<file path="src/rtl/riscv_pkg.sv">
// Shared RV32I decode constants and the issue-stage op record.
// The ALU_* select macros sit at the top of this file so every later file sees them.
`ifndef CONTROLS_SV
`define CONTROLS_SV
`define ALU_ADD  4'd0
`define ALU_SUB  4'd1
`define ALU_SLL  4'd2
`define ALU_SLT  4'd3
`define ALU_SLTU 4'd4
`define ALU_XOR  4'd5
`define ALU_SRL  4'd6
`define ALU_SRA  4'd7
`define ALU_OR   4'd8
`define ALU_AND  4'd9
`define ALU_B    4'd10
`define ALU_MUL  4'd11
`endif

package riscv_pkg;

  localparam logic [6:0] OPC_OP     = 7'b0110011;
  localparam logic [6:0] OPC_OP_IMM = 7'b0010011;
  localparam logic [6:0] OPC_LUI    = 7'b0110111;
  localparam logic [6:0] OPC_AUIPC  = 7'b0010111;

  localparam logic [2:0] F3_ADD_SUB = 3'b000;
  localparam logic [2:0] F3_SLL     = 3'b001;
  localparam logic [2:0] F3_SLT     = 3'b010;
  localparam logic [2:0] F3_SLTU    = 3'b011;
  localparam logic [2:0] F3_XOR     = 3'b100;
  localparam logic [2:0] F3_SR      = 3'b101;
  localparam logic [2:0] F3_OR      = 3'b110;
  localparam logic [2:0] F3_AND     = 3'b111;

  localparam logic [6:0] F7_BASE   = 7'b0000000;
  localparam logic [6:0] F7_ALT    = 7'b0100000;
  localparam logic [6:0] F7_MULDIV = 7'b0000001;

  typedef struct packed {
    logic [3:0]  sel;
    logic [31:0] a;
    logic [31:0] b;
    logic [4:0]  rd;
    logic        wb_en;
    logic        illegal;
    logic [31:0] pc;
  } issue_op_t;

endpackage

</file>
<file path="src/rtl/alu_issue_decode.sv">
// Combinational RV32I ALU-class decode: instruction + operands -> issue_op_t.
// ALU_ISSUE_MUL_EN enables decoding of MUL (funct7=0000001, funct3=000).
module alu_issue_decode
  import riscv_pkg::*;
(
  input  logic [31:0] instr,
  input  logic [31:0] pc,
  input  logic [31:0] rs1_data,
  input  logic [31:0] rs2_data,
  output issue_op_t   op
);

  logic [6:0]  opc;
  logic [2:0]  f3;
  logic [6:0]  f7;
  logic [4:0]  rd;
  logic [31:0] i_imm;
  logic [31:0] u_imm;
  logic [31:0] imm_shamt;
  logic [31:0] rs2_shamt;
  logic        legal;

  assign opc       = instr[6:0];
  assign rd        = instr[11:7];
  assign f3        = instr[14:12];
  assign f7        = instr[31:25];
  assign i_imm     = {{20{instr[31]}}, instr[31:20]};
  assign u_imm     = {instr[31:12], 12'b0};
  assign imm_shamt = {27'b0, instr[24:20]};
  assign rs2_shamt = {27'b0, rs2_data[4:0]};

  always_comb begin
    // NOTE: every output gets a default first so no path through the cases can infer a latch.
    legal   = 1'b0;
    op      = '0;
    op.sel  = `ALU_ADD;
    op.rd   = rd;
    op.pc   = pc;
    case (opc)
      OPC_OP: begin
        op.a = rs1_data;
        op.b = rs2_data;
        case (f7)
          F7_BASE: begin
            legal = 1'b1;
            case (f3)
              F3_ADD_SUB: op.sel = `ALU_ADD;
              F3_SLL:     begin op.sel = `ALU_SLL; op.b = rs2_shamt; end
              F3_SLT:     op.sel = `ALU_SLT;
              F3_SLTU:    op.sel = `ALU_SLTU;
              F3_XOR:     op.sel = `ALU_XOR;
              F3_SR:      begin op.sel = `ALU_SRL; op.b = rs2_shamt; end
              F3_OR:      op.sel = `ALU_OR;
              F3_AND:     op.sel = `ALU_AND;
            endcase
          end
          F7_ALT: begin
            if (f3 == F3_ADD_SUB) begin
              op.sel = `ALU_SUB;
              legal  = 1'b1;
            end else if (f3 == F3_SR) begin
              op.sel = `ALU_SRA;
              op.b   = rs2_shamt;
              legal  = 1'b1;
            end
          end
          F7_MULDIV: begin
`ifdef ALU_ISSUE_MUL_EN
            if (f3 == F3_ADD_SUB) begin
              op.sel = `ALU_MUL;
              legal  = 1'b1;
            end
`endif
          end
          default: ;
        endcase
      end
      OPC_OP_IMM: begin
        op.a  = rs1_data;
        op.b  = i_imm;
        legal = 1'b1;
        case (f3)
          F3_ADD_SUB: op.sel = `ALU_ADD;
          F3_SLL: begin
            op.sel = `ALU_SLL;
            op.b   = imm_shamt;
            legal  = (f7 == F7_BASE);
          end
          F3_SLT:  op.sel = `ALU_SLT;
          F3_SLTU: op.sel = `ALU_SLTU;
          F3_XOR:  op.sel = `ALU_XOR;
          F3_SR: begin
            op.b = imm_shamt;
            if (f7 == F7_BASE)     op.sel = `ALU_SRL;
            else if (f7 == F7_ALT) op.sel = `ALU_SRA;
            else                   legal  = 1'b0;
          end
          F3_OR:  op.sel = `ALU_OR;
          F3_AND: op.sel = `ALU_AND;
        endcase
      end
      OPC_LUI: begin
        op.sel = `ALU_B;
        op.b   = u_imm;
        legal  = 1'b1;
      end
      OPC_AUIPC: begin
        op.a  = pc;
        op.b  = u_imm;
        legal = 1'b1;
      end
      default: ;
    endcase
    // Illegal encodings present a harmless ADD of zeros downstream.
    if (!legal) begin
      op.sel = `ALU_ADD;
      op.a   = '0;
      op.b   = '0;
    end
    op.illegal = !legal;
    op.wb_en   = legal && (rd != 5'd0);
  end

endmodule

</file>
<file path="src/rtl/alu_issue_stage.sv">
// ALU issue stage: decode feeding a 2-entry skid buffer so in_ready is registered.
// ALU_ISSUE_MUL_EN (see alu_issue_decode) enables MUL decoding.
module alu_issue_stage
  import riscv_pkg::*;
#(
  parameter int XLEN  = 32,
  parameter int SEL_W = 4
) (
  input  logic             clk,
  input  logic             rst,
  input  logic             in_valid,
  output logic             in_ready,
  input  logic [31:0]      in_instr,
  input  logic [XLEN-1:0]  in_pc,
  input  logic [XLEN-1:0]  in_rs1_data,
  input  logic [XLEN-1:0]  in_rs2_data,
  input  logic             flush,
  output logic             out_valid,
  input  logic             out_ready,
  output logic [SEL_W-1:0] out_alu_sel,
  output logic [XLEN-1:0]  out_bus_a,
  output logic [XLEN-1:0]  out_bus_b,
  output logic [4:0]       out_rd,
  output logic             out_wb_en,
  output logic             out_illegal,
  output logic [XLEN-1:0]  out_pc
);

  typedef enum logic [1:0] {
    ST_EMPTY,
    ST_BUSY,
    ST_FULL
  } skid_state_e;

  skid_state_e state, state_nxt;
  issue_op_t   dec_op, main_q, skid_q;
  logic        accept, emit;
  logic        load_main_dec, load_main_skid, load_skid;

  alu_issue_decode u_decode (
    .instr    (in_instr),
    .pc       (in_pc),
    .rs1_data (in_rs1_data),
    .rs2_data (in_rs2_data),
    .op       (dec_op)
  );

  // Both handshake qualifiers come straight from state, so neither is combinational on inputs.
  assign in_ready  = (state != ST_FULL);
  assign out_valid = (state != ST_EMPTY);
  assign accept    = in_valid && in_ready;
  assign emit      = out_valid && out_ready;

  // NOTE: sequential state uses non-blocking assignments so all flops update from pre-edge values.
  always_ff @(posedge clk or posedge rst) begin
    if (rst) state <= ST_EMPTY;
    else     state <= state_nxt;
  end

  always_comb begin
    state_nxt      = state;
    load_main_dec  = 1'b0;
    load_main_skid = 1'b0;
    load_skid      = 1'b0;
    if (flush) begin
      state_nxt = ST_EMPTY;
    end else begin
      case (state)
        ST_EMPTY: if (accept) begin
          load_main_dec = 1'b1;
          state_nxt     = ST_BUSY;
        end
        ST_BUSY: begin
          if (accept && emit) begin
            load_main_dec = 1'b1;
          end else if (accept) begin
            load_skid = 1'b1;
            state_nxt = ST_FULL;
          end else if (emit) begin
            state_nxt = ST_EMPTY;
          end
        end
        ST_FULL: if (emit) begin
          load_main_skid = 1'b1;
          state_nxt      = ST_BUSY;
        end
        default: state_nxt = ST_EMPTY;
      endcase
    end
  end

  always_ff @(posedge clk or posedge rst) begin
    if (rst)                 main_q <= '0;
    else if (load_main_dec)  main_q <= dec_op;
    else if (load_main_skid) main_q <= skid_q;
  end

  // NOTE: the skid entry is never observed unless state says FULL, so it needs no reset.
  always_ff @(posedge clk) begin
    if (load_skid) skid_q <= dec_op;
  end

  assign out_alu_sel = main_q.sel;
  assign out_bus_a   = main_q.a;
  assign out_bus_b   = main_q.b;
  assign out_rd      = main_q.rd;
  assign out_wb_en   = main_q.wb_en;
  assign out_illegal = main_q.illegal;
  assign out_pc      = main_q.pc;

endmodule
</file>
<file path="config.mk">
export PLATFORM = sky130hd
export DESIGN_NAME = alu_issue_stage
export DESIGN_NICKNAME = d
export VERILOG_FILES = /design/src/rtl/riscv_pkg.sv /design/src/rtl/alu_issue_decode.sv /design/src/rtl/alu_issue_stage.sv
export SDC_FILE = /design/constraint.sdc
export NUM_CORES = 1
export LEC_CHECK = 0
export ABC_AREA = 1
export CAP_MARGIN = 20
export CELL_PAD_IN_SITES_DETAIL_PLACEMENT = 1
export CELL_PAD_IN_SITES_GLOBAL_PLACEMENT = 1
export CORE_MARGIN = 3
export CORE_UTILIZATION = 37
export DETAILED_ROUTE_END_ITERATION = 7
export PLACE_DENSITY = 0.91
export SETUP_SLACK_MARGIN = 0.15
export SYNTH_ARGS = -nofsm -noshare
export SYNTH_HDL_FRONTEND = slang
export SYNTH_SLANG_ARGS = --single-unit
</file>
<file path="constraint.sdc">
create_clock -name clk -period 12 [get_ports clk]
set_input_delay 3 -clock clk [delete_from_list [all_inputs] [get_ports clk]]
set_output_delay 3 -clock clk [all_outputs]
set_load 0.01 [all_outputs]
</file>
==> metrics.txt <==
status=completed; root buf cell=clkbuf_16; routed vias=9,722; hold slack final=0.524 ns; Final HPWL DP=23.6 mm; hold_buf cts=0; cell row count=62; global placement routability congestion=0.839; vias in the first global route=10,330; Post-CTS Setup Repair Bufs=0; drt drc=0; clk_lat worst skew=0.52 ns; R2R Path Start=state[0]$_DFFE_PP0P_; GR Overflow Total=0; first-pass GRT wire length=55.7 mm; DR WL/cell=18.7 um; Starting Density=37.7%; CP arrival=6.15 ns; pwr dens=131 nW/um2; commonest non-fill, non-tap cell in the layout=nand2_1; Avg Vias per Cell=5.06; Worst setup EP type=register; largest net degree at the start of global routing=117; final setup fails=0; VDD IR max=0.0804 mV; number of DRC markers in iteration 0=635; RSZ-0062 raised after global routing=false; LEAKAGE=6.61 nW; Finished Core Util=49.6%; number of distinct library cells after synthesis=27; Layout fillers=3,389; WP data required=12.38 ns; final hold violation count=0; post-layout min period=5.77 ns; antenna-violating nets left=0; Chip Width=177 um; GR Util met3=3.79%; fin crit share=48.0%; Num CTS Buffers=25; mapped cell area=10,900 um2; reg2reg path depth=6; total design power=1.87 mW; maximum fanout along the worst path=86; mean post-synth cell area=8.23 um2; share of layout cells above drive strength 1=5.08%; Synth Flop Type=dfrtp_1; Fin Clk Skew=0.0116 ns; cells after synthesis=1,320; worst slack, placed=5.74 ns; Post-synth EDFFs=107; H-tree depth=1; Fin Setup TNS=0 ns; min-delay src=out_pc[3]$_DFFE_PP0P_; fin nets=1,650; CTS clock-pin slew for the worst setup and hold paths=0.06 ns; Worst Max-Slew Pin Slew=1.17 ns; Slew headroom=22.2%; synthesis-to-finish area growth=31.4%; initial antenna violation count=3; synthesized flop and latch total=216; port bufs=241; DIE AREA=31,400 um2; Core Region=28,800 um2; GR peak layer=met2; synthesized net count=1,453; sequential area share after synthesis=54.7%; met1 usage=27.2%; All-Layer GR Usage=22.3%; WL final=36.0 mm; CTS Sinks=216; commonest non-fill, non-tap cells in the layout=300 x nand2_1, 269 x inv_1, 241 x clkdlybuf4s50_1; # resized after CTS=0; boundary pin count=242; crit path launch=in_instr[4]; fmax=173 MHz; Initial DRT Pass Iterations=5; kind of critical path=primary input to register; CTS tree=done; ys async rst share=50.5%; grt met2 use=39.9%; Die Span Y=177 um; maxcap violations=0; final max-slew violation count=0; post-route setup slack=6.23 ns; CP startpoint kind=primary input; hold path depth=2; Yosys warning count=0; worst-case clock buffer depth=3; Hold Path Class=register to register
report_power, final:
group	internal [mW]	switching, mW	leakage, nW
Clock	0.444	0.303	0.394
Sequential	0.820	0.0290	2.55
Combinational	0.132	0.140	3.67
critical path, stage by stage:
cell and delay [ns]:
clkdlybuf4s50_1 0.48, inv_1 0.05, nor2_2 0.64, nand2_1 0.14, nor2_2 0.14, nand2_1 0.10, nand3_4 0.43, buf_4 0.76
nand2_1 0.17, inv_1 0.10
final timing paths:
kind | slack [ns] | end
max | 6.23 | skid_q[58]$_DFFE_PP_
min | 0.52 | out_pc[3]$_DFFE_PP0P_
max reg2reg | 9.10 | out_bus_b[23]$_DFFE_PP0P_
min reg2reg | 0.52 | out_pc[3]$_DFFE_PP0P_
max in group asynchronous | 7.68 | out_bus_b[26]$_DFFE_PP0P_
min in group asynchronous | 2.94 | out_pc[3]$_DFFE_PP0P_
cell usage after synthesis (14+ instances only):
library cell / count / area [um2]
inv_1: 270 / 1010
clkbuf_1: 25 / 93.8
inv_2: 14 / 52.6
nor2_1: 31 / 116
o21ai_0: 111 / 556
edfxtp_1: 107 / 3210
o221ai_1: 20 / 175
buf_2: 39 / 195
o21ai_1: 38 / 190
nand2_1: 301 / 1130
dfrtp_1: 109 / 2730
nand3_1: 213 / 1070
flip-flops by register name (all words and copies together), names as in the netlist:
signal and count:
out_alu_sel 4, state 2, out_illegal 1, out_bus_b 32, skid_q 107, out_pc 32
out_wb_en 1, out_rd 5, out_bus_a 32
routing by layer:
metal	wire [um]	vias to the layer above
li1	-	4598
met1	14700	4819
met2	18400	235
met3	1660	70
met4	1180	0
met5	0	-
metrics by stage:
step	instance area [um2]	std cells
after floorplan	10900	1320
after global placement	13400	1873
after detailed placement	13400	1873
after CTS	14200	1919
after global routing	14300	1923
final	14300	1923
logic make-up (layout without fill, tap and decap cells):
| group | count (synthesis) | after routing | synth area share, % |
|---|---|---|---|
| flops | 216 | 216 | 54.7 |
| buf+inv | 364 | 580 | 13.7 |
| other cells | 0 | 3 | 0 |
| compound gates | 173 | 173 | 8.78 |
| simple gates | 567 | 567 | 22.8 |
area by class of cell:
type                    count  area (um2)  share of cell area [%]
diodes                      3        7.51                  0.0526
repair buffers            250        2500                    17.5
clock inverters             6        61.3                   0.430
well taps                 384         480                    3.37
flip-flops and latches    216        5940                    41.6
clock buffers              40         742                    5.20
inverters                 284        1070                    7.49
multi-input cells         740        3470                    24.3
Note: power is estimated with default switching activity, not from simulation.
